$ cat src/rtl/if_pkg.sv
// ---------------------------------------------------------------------------
// if_pkg : shared constants for the instruction-fetch unit
// Rev 1.0 : initial release
// ---------------------------------------------------------------------------
`default_nettype none

package if_pkg;

   localparam int PC_W_DEF = 9;
   localparam int PC_STEP  = 4;

   localparam logic [1:0] S_REQ  = 2'd0;
   localparam logic [1:0] S_WAIT = 2'd1;
   localparam logic [1:0] S_DROP = 2'd2;

endpackage

`default_nettype wire

$ cat src/rtl/fetch_slot.sv
// ---------------------------------------------------------------------------
// fetch_slot : single-entry output slot (inst, pc, pc+4, valid) feeding IF/ID
// Rev 1.0 : initial release
// ---------------------------------------------------------------------------
`default_nettype none

module fetch_slot #(
   parameter int PC_W = 9
) (
   input  logic            clk,
   input  logic            rst,
   input  logic            i_load,
   input  logic            i_clear,
   input  logic            i_consume,
   input  logic [31:0]     i_inst,
   input  logic [PC_W-1:0] i_pc,
   input  logic [PC_W-1:0] i_pc_plus,
   output logic            o_valid,
   output logic [31:0]     o_inst,
   output logic [PC_W-1:0] o_pc,
   output logic [PC_W-1:0] o_pc_plus
);

   logic            r_valid;
   logic [31:0]     r_inst;
   logic [PC_W-1:0] r_pc;
   logic [PC_W-1:0] r_pc_plus;

   // Clear outranks load; a refill in the consuming cycle keeps the slot full.
   always_ff @(posedge clk or posedge rst) begin
      if (rst) begin
         r_valid   <= 1'b0;
         r_inst    <= '0;
         r_pc      <= '0;
         r_pc_plus <= '0;
      end else if (i_clear) begin
         r_valid <= 1'b0;
      end else if (i_load) begin
         r_valid   <= 1'b1;
         r_inst    <= i_inst;
         r_pc      <= i_pc;
         r_pc_plus <= i_pc_plus;
      end else if (i_consume) begin
         r_valid <= 1'b0;
      end
   end

   assign o_valid   = r_valid;
   assign o_inst    = r_inst;
   assign o_pc      = r_pc;
   assign o_pc_plus = r_pc_plus;

endmodule

`default_nettype wire

$ cat src/rtl/if_fetch_unit.sv
// ---------------------------------------------------------------------------
// if_fetch_unit : PC register and request FSM with one outstanding imem read
// Rev 1.0 : initial release
// ---------------------------------------------------------------------------
`default_nettype none

module if_fetch_unit
   import if_pkg::*;
#(
   parameter int              PC_W     = PC_W_DEF,
   parameter logic [PC_W-1:0] RESET_PC = '0
) (
   input  logic            clk,
   input  logic            rst,
   input  logic            stall_F,
   input  logic            redirect,
   input  logic [PC_W-1:0] redirect_pc,
   output logic            imem_req,
   output logic [PC_W-1:0] imem_addr,
   input  logic            imem_ready,
   input  logic            imem_rvalid,
   input  logic [31:0]     imem_rdata,
   output logic [31:0]     inst_F,
   output logic [PC_W-1:0] PC_F,
   output logic [PC_W-1:0] PCPlusF_F,
   output logic            en_IF_ID,
   output logic            clr_IF_ID
);

   logic [1:0]      r_state;
   logic [PC_W-1:0] r_pc;
   logic [PC_W-1:0] w_pc_plus;
   logic [PC_W-1:0] w_redirect_pc;
   logic            w_valid;
   logic            w_consume;
   logic            w_issue;
   logic            w_accept;
   logic            w_load;

   assign w_pc_plus     = r_pc + PC_W'(PC_STEP);
   assign w_redirect_pc = redirect_pc & ~PC_W'(3);

   assign w_consume = w_valid & ~stall_F & ~redirect;
   assign w_issue   = (r_state == S_REQ) & (~w_valid | w_consume) & ~redirect & ~rst;
   assign w_accept  = w_issue & imem_ready;
   assign w_load    = (r_state == S_WAIT) & imem_rvalid & ~redirect;

   assign imem_req  = w_issue;
   assign imem_addr = r_pc;
   assign en_IF_ID  = rst | ~stall_F | redirect;
   assign clr_IF_ID = rst | redirect | ~w_valid;

   // A response arriving with the redirect retires the outstanding read, so
   // DROP is only needed when that read is still in flight.
   always_ff @(posedge clk or posedge rst) begin
      if (rst) begin
         r_state <= S_REQ;
         r_pc    <= RESET_PC;
      end else if (redirect) begin
         r_pc <= w_redirect_pc;
         if ((r_state != S_REQ) && !imem_rvalid) r_state <= S_DROP;
         else                                    r_state <= S_REQ;
      end else begin
         case (r_state)
            S_REQ:   if (w_accept) r_state <= S_WAIT;
            S_WAIT:  if (imem_rvalid) begin
                        r_pc    <= w_pc_plus;
                        r_state <= S_REQ;
                     end
            S_DROP:  if (imem_rvalid) r_state <= S_REQ;
            default: r_state <= S_REQ;
         endcase
      end
   end

   fetch_slot #(
      .PC_W (PC_W)
   ) u_slot (
      .clk       (clk),
      .rst       (rst),
      .i_load    (w_load),
      .i_clear   (redirect),
      .i_consume (w_consume),
      .i_inst    (imem_rdata),
      .i_pc      (r_pc),
      .i_pc_plus (w_pc_plus),
      .o_valid   (w_valid),
      .o_inst    (inst_F),
      .o_pc      (PC_F),
      .o_pc_plus (PCPlusF_F)
   );

endmodule

`default_nettype wire

$ cat config.mk
export PLATFORM = sky130hd
export DESIGN_NAME = if_fetch_unit
export DESIGN_NICKNAME = d
export VERILOG_FILES = /design/src/rtl/if_pkg.sv /design/src/rtl/fetch_slot.sv /design/src/rtl/if_fetch_unit.sv
export SDC_FILE = /design/constraint.sdc
export NUM_CORES = 1
export LEC_CHECK = 0
export CORE_UTILIZATION = 35
export CTS_CLUSTER_SIZE = 10
export DETAILED_ROUTE_END_ITERATION = 10
export HOLD_SLACK_MARGIN = 0.12
export PLACE_DENSITY = 0.69
export SKIP_LAST_GASP = 1
export SYNTH_ARGS = -nofsm -noshare
export SYNTH_HDL_FRONTEND = slang
export SYNTH_SLANG_ARGS = --single-unit
export TNS_END_PERCENT = 5
$ cat constraint.sdc
create_clock -name clk -period 1.9 [get_ports clk]
set_input_delay 0.38 -clock clk [delete_from_list [all_inputs] [get_ports clk]]
set_output_delay 0.38 -clock clk [all_outputs]
set_load 0.05 [all_outputs]
# ---- Word-level counts from Yosys, hierarchy flattened
# Cells that the tools add are included.
# W data, S select, Z words.
dict set report op_classes {
  n_addsub 1
  eq_ne 4
  n_mux 11
  bitwise_logic 17
  reduce_logical 11
}
# operator count
set op_table {}
lappend op_table {{$mux W9} 3}
lappend op_table {{$add A9 B3 Y9 const B} 1}
lappend op_table {{$and A1 B1 Y1} 8}
lappend op_table {{$mux W2} 4}
lappend op_table {{$reduce_and A2 Y1} 3}
lappend op_table {{$reduce_bool A2 Y1} 3}
lappend op_table {{$or A1 B1 Y1} 5}
lappend op_table {{$not A1 Y1} 4}
lappend op_table {{$pmux W2 S2} 1}
lappend op_table {{$mux W1} 3}
lappend op_table {{$ne A3 B1 Y1 const B} 1}
lappend op_table {{$ne A3 B3 Y1 const B} 1}
lappend op_table {{$reduce_bool A3 Y1} 1}
lappend op_table {{$eq A2 B1 Y1 const B} 1}
lappend op_table {{$eq A2 B2 Y1 const B} 1}
lappend op_table {{$logic_not A2 Y1} 1}
lappend op_table {{$reduce_or A2 Y1} 1}
lappend op_table {{$logic_and A1 B1 Y1} 1}
lappend op_table {{$logic_not A1 Y1} 1}
dict set report totals {
  reg_bits 62
  in_bits 47
  output_inout_bits 62
  word_cells 50
}

# ---- Depth between registers and ports, before layout
# Gate-level depths: netlist of the first run.
dict set report logic_depth {
  word_depth 11
  ltp_mapped 7
  ltp_nobuf 5
}

# ---- Modules after synthesis
# A second synthesis of the first run with hierarchy kept.
dict set report unflattened {
  cells_unflattened 187
  hier_area_um2 2801.4
}
# module instances cells_each area_per_inst_um2 seq_area_each_um2
set modules_own_cells {}
lappend modules_own_cells {fetch_slot 1 112 2170.8 1276.2}
lappend modules_own_cells {if_fetch_unit 1 75 630.6 225.2}

# ---- Worst setup path before layout of the first run
# No wires, ideal clock.
dict set report synth_timing {
  path_type {reg-to-reg}
  startpoint {register r_pc[2], in the netlist imem_addr[2]}
  endpoint {register u_slot.r_pc_plus[8], in the netlist u_slot.o_pc_plus[8]}
  setup_time_ns 0.087
  t_arrival_ns 1.655
  required_ns 1.813
  path_slack_ns 0.158
  stages_incl_launch_ff 5
  n_path_buf 0
  synth_period_minus_slack_ns 1.742
  path_cell_list {dfrtp_1 -> ha_1 -> inv_1 -> or4_1 -> o211ai_1}
}
dict set report synth_between {
  elab_chain_len 1
}
# element line_no
set synth_lines {}
lappend synth_lines {{start, declared} if_fetch_unit.sv:31} ;# logic [PC_W-1:0] r_pc;
lappend synth_lines {{start signal, assigned} if_fetch_unit.sv:60} ;# r_pc <= w_redirect_pc;
lappend synth_lines {{start signal, assigned} if_fetch_unit.sv:67} ;# r_pc <= w_pc_plus;
lappend synth_lines {{$add A9 B3 Y9} if_fetch_unit.sv:40} ;# assign w_pc_plus = r_pc + PC_W'(PC_STEP);
lappend synth_lines {{end signal, assigned} fetch_slot.sv:42} ;# r_pc_plus <= i_pc_plus;
lappend synth_lines {{end, declared} fetch_slot.sv:27} ;# logic [PC_W-1:0] r_pc_plus;
# No other way between the ends.
# A chain may end at the register's enable or synchronous reset.

# ---- Worst setup path after layout of the first run
dict set report layout_timing {
  startpoint {register u_slot.r_inst[25], in the netlist u_slot.o_inst[25]}
  endpoint {output port inst_F[25]}
}
# element line_no
set layout_lines {}
lappend layout_lines {{start, declared} fetch_slot.sv:25} ;# logic [31:0] r_inst;
lappend layout_lines {{start signal, assigned} fetch_slot.sv:40} ;# r_inst <= i_inst;
lappend layout_lines {{end, declared} if_fetch_unit.sv:23} ;# output logic [31:0] inst_F,
# No word-level cell between the ends.

==> flow_summary_export.csv, run 1 <==
group,metric,value,unit
detailed_routing,vias_per_cell,4.64,
detailed_routing,vias,2124,
cts,numCtsBuffers,5,
worst_hold_path,hp-class,"reg2reg",
detailed_routing,wl,5650,um
cells_and_area,seqCellArea,1400,um^2
synthesis,ys_ff_latch,56,
cells_and_area,final_common_cell,"nand2_1",
job,maxCapViolCount,0,
detailed_routing,ant_nets,0,
timing,tns,0,ns
timing,maxSlewViolCount,0,
floorplanning,core-area,6490,um^2
timing,final-setup-viol-count,0,
setup_path,crit_fanout,2,
cells_and_area,final_cell_mix,"nand2_1 (139), clkdlybuf4s50_1 (77), dfrtp_1 (56)",
floorplanning,io_pins,109,
placed_design,place_area,3570,um^2
synthesis,synth-seq-area-share,58.2,%
cells_and_area,layout-drive-gt1-share,13.4,%
floorplanning,initial_core_util,37.1,%
timing,worst_slew_pin_slew,0.505,ns
power_and_ir_drop,ir_drop,623,uV
floorplanning,design.die.area,7220,um^2
detailed_routing,drc,9,
placed_design,gp_congestion,0.805,
setup_path,crit_type,"reg2out",
synthesis,synth_area,2410,um^2
timing,rsz0062_at_grt,"true",
synthesis,synth_cells,272,
run_status,status,"finished with violations",
cts,insertion_delay,0.30,ns
global_routing,grt_max_degree,28,
global_routing,grt_util_all_layers,17.3,%
timing,slew-limit-headroom,66.2,%
setup_path,crit_arrival,1.48,ns
cells_and_area,syn_to_final_growth,52.5,%
cells_and_area,n_fill_cell,589,
detailed_routing,first_pass_iters,7,
placed_design,dp_hpwl,4300,um
run_status,violations,"DRC",
power_and_ir_drop,p_leak,0.00183,uW
timing,period_share,98.0,%
global_routing,grt_pass1_wl,9900,um
cells_and_area,multi_input_area,903,um^2
cells_and_area,design_area,3670,um^2
global_routing,gr-total-overflow,0,
setup_path,slowest_delay,0.80,ns
setup_path,crit_family,"buffers and inverters",
power_and_ir_drop,powerDensity,1380,nW/um^2
placed_design,port_buffers,100,
setup_path,worstSetupEndpointType,"output pin",
floorplanning,die_w,85.0,um
global_routing,antenna_found_initial,0,
power_and_ir_drop,p_total,5060,uW
timing,hold_violations,0,
setup_path,critPathLaunchType,"register",
cts,h-tree-depth,2,
setup_path,path_cells,"clkdlybuf4s50_1",
cts,post_cts_buffers,0,
synthesis,async_reset_ff_share,100,%
timing,fin_skew,0.00338,ns
detailed_routing,wl_per_cell,12.3,um
timing,max_freq,0.537,GHz
cts,clk_pin_slew_worst_paths,0.09,ns
global_routing,grt_pass1_vias,2142,
synthesis,synth.avg_cell_area,8.86,um^2
setup_path,crit_buf_inv,1,
detailed_routing,initialDrtViolationCount,99,
synthesis,synth_edf_count,0,
floorplanning,die-height,85.0,um
cells_and_area,num-nets-final,430,
timing,period_needed,1.86,ns
cts,root_buffer,"clkbuf_8",
synthesis,ys_types,28,
cts,cts.sink_count,56,
cells_and_area,post-route-util,56.5,%
cts,ctsLongestPathBuffers,2,
floorplanning,rows,29,
setup_path,cpMaxStageDelayCell,"clkdlybuf4s50_1",
cells_and_area,antenna_cells,0,
cts,cts_tree,"yes",
synthesis,synth-main-ff-cell,"dfrtp_1",
synthesis,yosysWarnings,0,
setup_path,crit_required,1.52,ns
==> area by class of cell <==
class	count	area share, %
Multi-Input combinational cell	195	24.6
Sequential cell	56	38.2
Inverter	6	0.613
Clock inverter	2	0.273
Tap cell	77	2.62
Clock buffer	6	2.25
Timing Repair Buffer	116	31.5
==> layer usage <==
layer,vias to the layer above,wire [um],global-route usage (%)
met4,0,49,4.47
met3,4,376,4.38
met2,71,2890,30.3
li1,1067,-,-
met5,-,0,0
met1,982,2340,21.3
==> logic make-up after synthesis <==
family          after synthesis  share of synthesized area (%)
fa+ha+maj                     3                           1.56
simple gates                162                           27.5
buf+inv                      26                           5.30
mux                           1                          0.416
flops                        56                           58.2
compound gates               18                           5.04
xor+xnor                      5                           1.82
other cells                   1                          0.156
==> power breakdown <==
| group | internal (uW) | total (uW) | switching, uW |
|---|---|---|---|
| sequential | 1560 | 1770 | 210 |
| combinational | 848 | 2640 | 1790 |
| clock | 291 | 649 | 358 |
| total | 2700 | 5060 | 2360 |
==> synth_stat cells (4+ instances only) <==
cell type  number  area, um^2
buf_2           6        30.0
buf_4           6        45.0
clkbuf_1        8        30.0
dfrtp_1        56        1400
inv_1           6        22.5
nand2_1       139         522
nand3_1         8        40.0
nor2_1          4        15.0
o211ai_1        4        30.0
o21ai_1         7        35.0
or4_1           4        30.0
xor2_1          4        35.0
==> sequential cells by signal, indices dropped and copies added, names as in the netlist <==
name and cells:
u_slot.o_pc 7, u_slot.o_valid 1, imem_addr 7, u_slot.o_inst 32, u_slot.o_pc_plus 7, r_state 2
==> worst register-to-register path, delay by kind of cell (launching register included) <==
kind	cells	cell delay [ns]
DFF	1	0.39
adders and majority gates	1	0.22
AOI/OAI and AO/OA	1	0.08
buffers and inverters	1	0.08
and+or+nand+nor	2	0.67
==> path summary, 6_finish.rpt <==
check / start / end / slack (ns) / cells past startpoint
setup / recovery: u_slot.o_inst[25] / inst_F[25] / 0.04 / 1
setup reg to reg: r_state[1] / u_slot.o_pc_plus[7] / 0.39 / 5
hold / removal: u_slot.o_inst[27] / u_slot.o_inst[27] / 0.48 / 2
max in group asynchronous: rst / u_slot.o_inst[17] / 0.92 / 4
min in group asynchronous: rst / imem_addr[8] / 0.52 / 3
hold reg to reg: u_slot.o_inst[27] / u_slot.o_inst[27] / 0.48 / 2
==> repair_timing <==
action / 4_1_cts / 5_1_grt
gates resized for setup: 1 / 1
setup endpoints to repair: 1 / 22
hold buffers: 0 / 0
pin swaps: 0 / 1
hold endpoints to repair: 0 / 0
==> through the flow <==
step	hold slack [ns]	worst slack (ns)	instances
3_3_place_gp	0.457	-0.0159	450
3_5_place_dp	0.461	-0.0154	450
4_1_cts	0.485	0.0140	458
6_report	0.479	0.0388	458
2_1_floorplan	0.485	0.149	277
5_1_grt	0.502	-0.0265	458
No activity file was read; power rests on OpenSTA's default activity.
==> inputs of run 2 (changes only) <==
- CORE_UTILIZATION: 35 -> 40
- PLACE_DENSITY: 0.69 -> 0.78
==> flow_summary_export.csv, run 2 (synthesized netlist as in run 1, its figures left out) <==
group,metric,value,unit
cells_and_area,n_fill_cell,486,
timing,slew-limit-headroom,66.0,%
placed_design,port_buffers,100,
floorplanning,design.die.area,6340,um^2
detailed_routing,vias_per_cell,4.78,
cts,root_buffer,"clkbuf_8",
floorplanning,die-height,79.6,um
timing,hold_violations,0,
timing,period_share,98.1,%
cts,cts.sink_count,56,
setup_path,crit_fanout,16,
global_routing,antenna_found_initial,0,
floorplanning,core-area,5640,um^2
cells_and_area,final_cell_mix,"nand2_1 (139), clkdlybuf4s50_1 (80), dfrtp_1 (56)",
global_routing,gr-total-overflow,0,
global_routing,grt_pass1_wl,9330,um
power_and_ir_drop,ir_drop,775,uV
worst_hold_path,min_to,"u_slot.o_inst[7]",
cells_and_area,final_common_cell,"nand2_1",
cts,insertion_delay,0.30,ns
detailed_routing,drc,0,
cts,post_cts_buffers,0,
cts,ctsLongestPathBuffers,2,
cts,cts_resized,0,
cells_and_area,syn_to_final_growth,49.9,%
cts,clk_pin_slew_worst_paths,0.09,ns
cts,hold_buffers,0,
timing,fin_ws,0.0367,ns
floorplanning,io_pins,109,
timing,period_needed,1.86,ns
detailed_routing,wl_per_cell,12.6,um
worst_hold_path,hp-class,"reg2reg",
cells_and_area,multi_input_area,903,um^2
detailed_routing,initialDrtViolationCount,99,
setup_path,worstSetupEndpointType,"output pin",
cts,cts_tree,"yes",
timing,rsz0062_at_grt,"true",
global_routing,grt_max_degree,57,
cells_and_area,largest_reg_flops,32,
placed_design,gp_congestion,0.847,
setup_path,crit_type,"in2out",
timing,fin_skew,0.00931,ns
cells_and_area,antenna_cells,0,
detailed_routing,vias,2146,
setup_path,crit_required,1.52,ns
global_routing,grt_util_all_layers,18.9,%
cells_and_area,seqCellArea,1400,um^2
floorplanning,rows,27,
worst_hold_path,min_from,"u_slot.o_inst[7]",
setup_path,r2r_cells,5,
global_routing,grt_pass1_vias,2021,
floorplanning,die_w,79.6,um
detailed_routing,wl,5650,um
worst_hold_path,worstHoldPathCells,2,
timing,max_freq,0.537,GHz
timing,tns,0,ns
run_status,status,"finished clean",
timing,maxSlewViolCount,0,
timing,final-setup-viol-count,0,
detailed_routing,ant_nets,0,
job,maxCapViolCount,0,
setup_path,critPathLaunchType,"input port",
timing,worst_slew_pin_slew,0.509,ns
cells_and_area,layout-drive-gt1-share,11.4,%
cts,numCtsBuffers,5,
detailed_routing,first_pass_iters,4,
power_and_ir_drop,powerDensity,1400,nW/um^2
floorplanning,initial_core_util,42.7,%
cts,h-tree-depth,2,
setup_path,worstReg2RegStart,"r_state[1]",
power_and_ir_drop,p_leak,0.00179,uW
setup_path,r2r_end,"u_slot.o_pc_plus[7]",
setup_path,r2r_slack,0.37,ns
placed_design,pre_cts_slack,0.0484,ns
setup_path,crit_arrival,1.48,ns
cells_and_area,num-nets-final,426,
placed_design,dp_hpwl,4110,um
run 2: cell count changes in the layout (fill, tap and decap cells not counted), sizes merged:
cell,before,now
buf,38,32
clkdlybuf4s50,77,80
clkbuf,6,8
clkinv,2,0
dlymetal6s2s,1,0
run 2: area by class of cell:
class	count	area share, %
Clock buffer	8	2.49
Tap cell	72	2.49
Sequential cell	56	38.8
Multi-Input combinational cell	195	25.0
Timing Repair Buffer	112	30.6
Inverter	6	0.624
run 2: power breakdown:
group	total [uW]	switching, uW	internal (uW)	leakage [uW]
Combinational	2640	1800	844	0.00102
Sequential	1770	210	1560	0.000721
Clock	653	354	298	0.0000455
run 2: stage by stage:
stage          power [uW]  util [%]  instances  hold slack, ns  cell area, um^2
6_report             5060      64.0        449           0.483             3610
3_5_place_dp         4460      62.3        441           0.461             3520
5_1_grt              5320      64.0        449           0.511             3610
2_1_floorplan        3490         -        277           0.485             2430
3_3_place_gp         4400      62.3        441           0.458             3520
4_1_cts              5110      63.9        449           0.484             3610
run 2: worst max-delay path, stage by stage:
cell             delay [ns]
clkdlybuf4s50_1        0.46
buf_4                  0.21
nor2_1                 0.15
nand2_1                0.11
buf_12                 0.16
run 2: worst max path at each step:
stage                       from            to  cells past startpoint
2_1_floorplan                rst  imem_addr[2]                      1
3_3_place_gp            redirect      imem_req                      4
3_5_place_dp            redirect      imem_req                      4
4_1_cts        u_slot.o_inst[11]    inst_F[11]                      1
5_1_grt                 redirect      en_IF_ID                      5
6_report                redirect      en_IF_ID                      5
run 2: routing by layer:
| metal | routed length (um) | GRT usage (%) | up-vias | share of wire (%) |
|---|---|---|---|---|
| li1 | - | - | 1050 | - |
| met1 | 2450 | 23.3 | 1013 | 43 |
| met2 | 2780 | 33.8 | 77 | 49 |
| met3 | 378 | 4.00 | 6 | 6.7 |
| met4 | 40 | 3.82 | 0 | 0.71 |
| met5 | 0 | 0 | - | 0 |
==> inputs of run 3 (changes only) <==
- CORE_MARGIN: unset -> 3
- PLACE_DENSITY: 0.78 -> 0.77
==> flow_summary_export.csv, run 3 (synthesized netlist as in run 1, its figures left out) <==
group,metric,value,unit
timing,maxSlewViolCount,0,
power_and_ir_drop,powerDensity,1420,nW/um^2
setup_path,r2r_end,"u_slot.o_pc_plus[7]",
timing,tns,0,ns
timing,period_share,97.5,%
power_and_ir_drop,p_int,2780,uW
cts,root_buffer,"clkbuf_8",
setup_path,worstReg2RegStart,"r_state[1]",
cells_and_area,final_common_cell,"nand2_1",
global_routing,gr-total-overflow,0,
floorplanning,initial_core_util,42.4,%
setup_path,critPathLaunchType,"register",
timing,slew-limit-headroom,65.8,%
cts,h-tree-depth,2,
global_routing,grt_max_degree,57,
worst_hold_path,worstHoldPathCells,2,
timing,worst_slew_pin_slew,0.512,ns
worst_hold_path,min_to,"u_slot.o_inst[18]",
timing,fin_skew,0.00620,ns
setup_path,cpMaxStageDelayCell,"clkdlybuf4s50_1",
placed_design,gp_congestion,0.801,
detailed_routing,first_pass_iters,4,
setup_path,crit_family,"buffers and inverters",
run_status,status,"finished clean",
floorplanning,core-area,5680,um^2
global_routing,grt_pass1_vias,2095,
cts,hold_buffers,0,
cells_and_area,final_cell_mix,"nand2_1 (139), clkdlybuf4s50_1 (79), dfrtp_1 (56)",
floorplanning,die-height,83.6,um
cts,cts_tree,"yes",
detailed_routing,wl,5890,um
cells_and_area,syn_to_final_growth,50.4,%
power_and_ir_drop,p_seq_share,34.4,%
cells_and_area,layout-drive-gt1-share,12.0,%
floorplanning,die_w,83.6,um
setup_path,crit_type,"reg2out",
timing,hold_violations,0,
power_and_ir_drop,clockPowerShare,14.1,%
timing,whs,0.478,ns
setup_path,crit_required,1.52,ns
cts,cts.sink_count,56,
floorplanning,rows,27,
cells_and_area,antenna_cells,0,
cts,ctsLongestPathBuffers,2,
worst_hold_path,min_from,"u_slot.o_inst[18]",
detailed_routing,vias_per_cell,4.73,
global_routing,grt_pass1_wl,9870,um
power_and_ir_drop,power_switching,2360,uW
timing,period_needed,1.85,ns
placed_design,dpl.cell_count,441,
detailed_routing,wl_per_cell,13.2,um
placed_design,port_buffers,100,
setup_path,crit_fanout,2,
power_and_ir_drop,switching_share,45.9,%
setup_path,r2r_slack,0.38,ns
timing,max_freq,0.540,GHz
power_and_ir_drop,ir_drop,723,uV
floorplanning,io_pins,109,
cells_and_area,design_area,3620,um^2
cts,insertion_delay,0.30,ns
detailed_routing,initialDrtViolationCount,83,
cts,clk_pin_slew_worst_paths,0.09,ns
cells_and_area,largest_reg_flops,32,
power_and_ir_drop,combPwrFrac,51.5,%
setup_path,crit_buf_inv,1,
setup_path,r2r_cells,5,
placed_design,dp_hpwl,4390,um
job,maxCapViolCount,0,
setup_path,path_cells,"clkdlybuf4s50_1",
timing,final-setup-viol-count,0,
worst_hold_path,hp-class,"reg2reg",
cells_and_area,fin_cells,447,
detailed_routing,ant_nets,0,
floorplanning,design.die.area,6990,um^2
timing,rsz0062_at_grt,"true",
global_routing,grt_util_all_layers,17.0,%
cells_and_area,num-nets-final,426,
setup_path,slowest_delay,0.81,ns
power_and_ir_drop,p_leak,0.00179,uW
cells_and_area,post-route-util,63.8,%
setup_path,worstSetupEndpointType,"output pin",
global_routing,antenna_found_initial,0,
detailed_routing,vias,2113,
detailed_routing,drc,0,
setup_path,crit_arrival,1.47,ns
cts,numCtsBuffers,5,
placed_design,place_area,3510,um^2
run 3: layer usage:
metal / up-vias / track usage [%] / wire [um]
met3: 4 / 3.75 / 357
met4: 0 / 3.95 / 30
met5: - / 0 / 0
met1: 978 / 22.2 / 2600
li1: 1050 / - / -
met2: 81 / 29.1 / 2900
run 3: power groups by stage:
stage | Clock (uW) | Sequential (uW) | Combinational (uW)
5_1_grt | 798 | 1820 | 2770
6_report | 726 | 1770 | 2650
3_5_place_dp | 0 | 1790 | 2660
4_1_cts | 748 | 1770 | 2670
3_3_place_gp | 0 | 1780 | 2630
2_1_floorplan | 0 | 3080 | 410
run 3: per-stage QoR:
| step | total power, uW | worst slack, ns |
|---|---|---|
| after detailed placement | 4450 | 0.00183 |
| after floorplan | 3490 | 0.149 |
| after CTS | 5190 | 0.0133 |
| after global placement | 4410 | 0.0246 |
| after global routing | 5390 | -0.00873 |
| final | 5140 | 0.0469 |
run 3: area by class of cell:
type                    instances  area, um^2
well taps                      72        90.1
inverters                       6        22.5
flip-flops and latches         56        1400
fillers                       500        2050
repair buffers                112        1100
multi-input cells             195         906
clock buffers                   5        68.8
clock inverters                 1        30.0
run 3: tightest hold or removal path, stage by stage, from the launching register on:
cell and delay, ns:
dfrtp_1 0.35, nand2_1 0.05, nand2_1 0.05
run 3: repair_timing:
item	CTS	global route
endpoints found under the setup margin	1	7
resized for setup	1	2
pin swaps	0	1
buffers inserted	0	0
run 3: worst max path at each step:
stage,startpoint,end,slack [ns],cells after the start
global route,u_slot.o_inst[28],inst_F[28],-0.009,1
global placement,redirect,imem_req,0.02,4
CTS,redirect,clr_IF_ID,0.01,5
finish,u_slot.o_inst[15],inst_F[15],0.05,1
floorplan,rst,imem_addr[2],0.15,1
detailed placement,redirect,imem_req,0.002,4
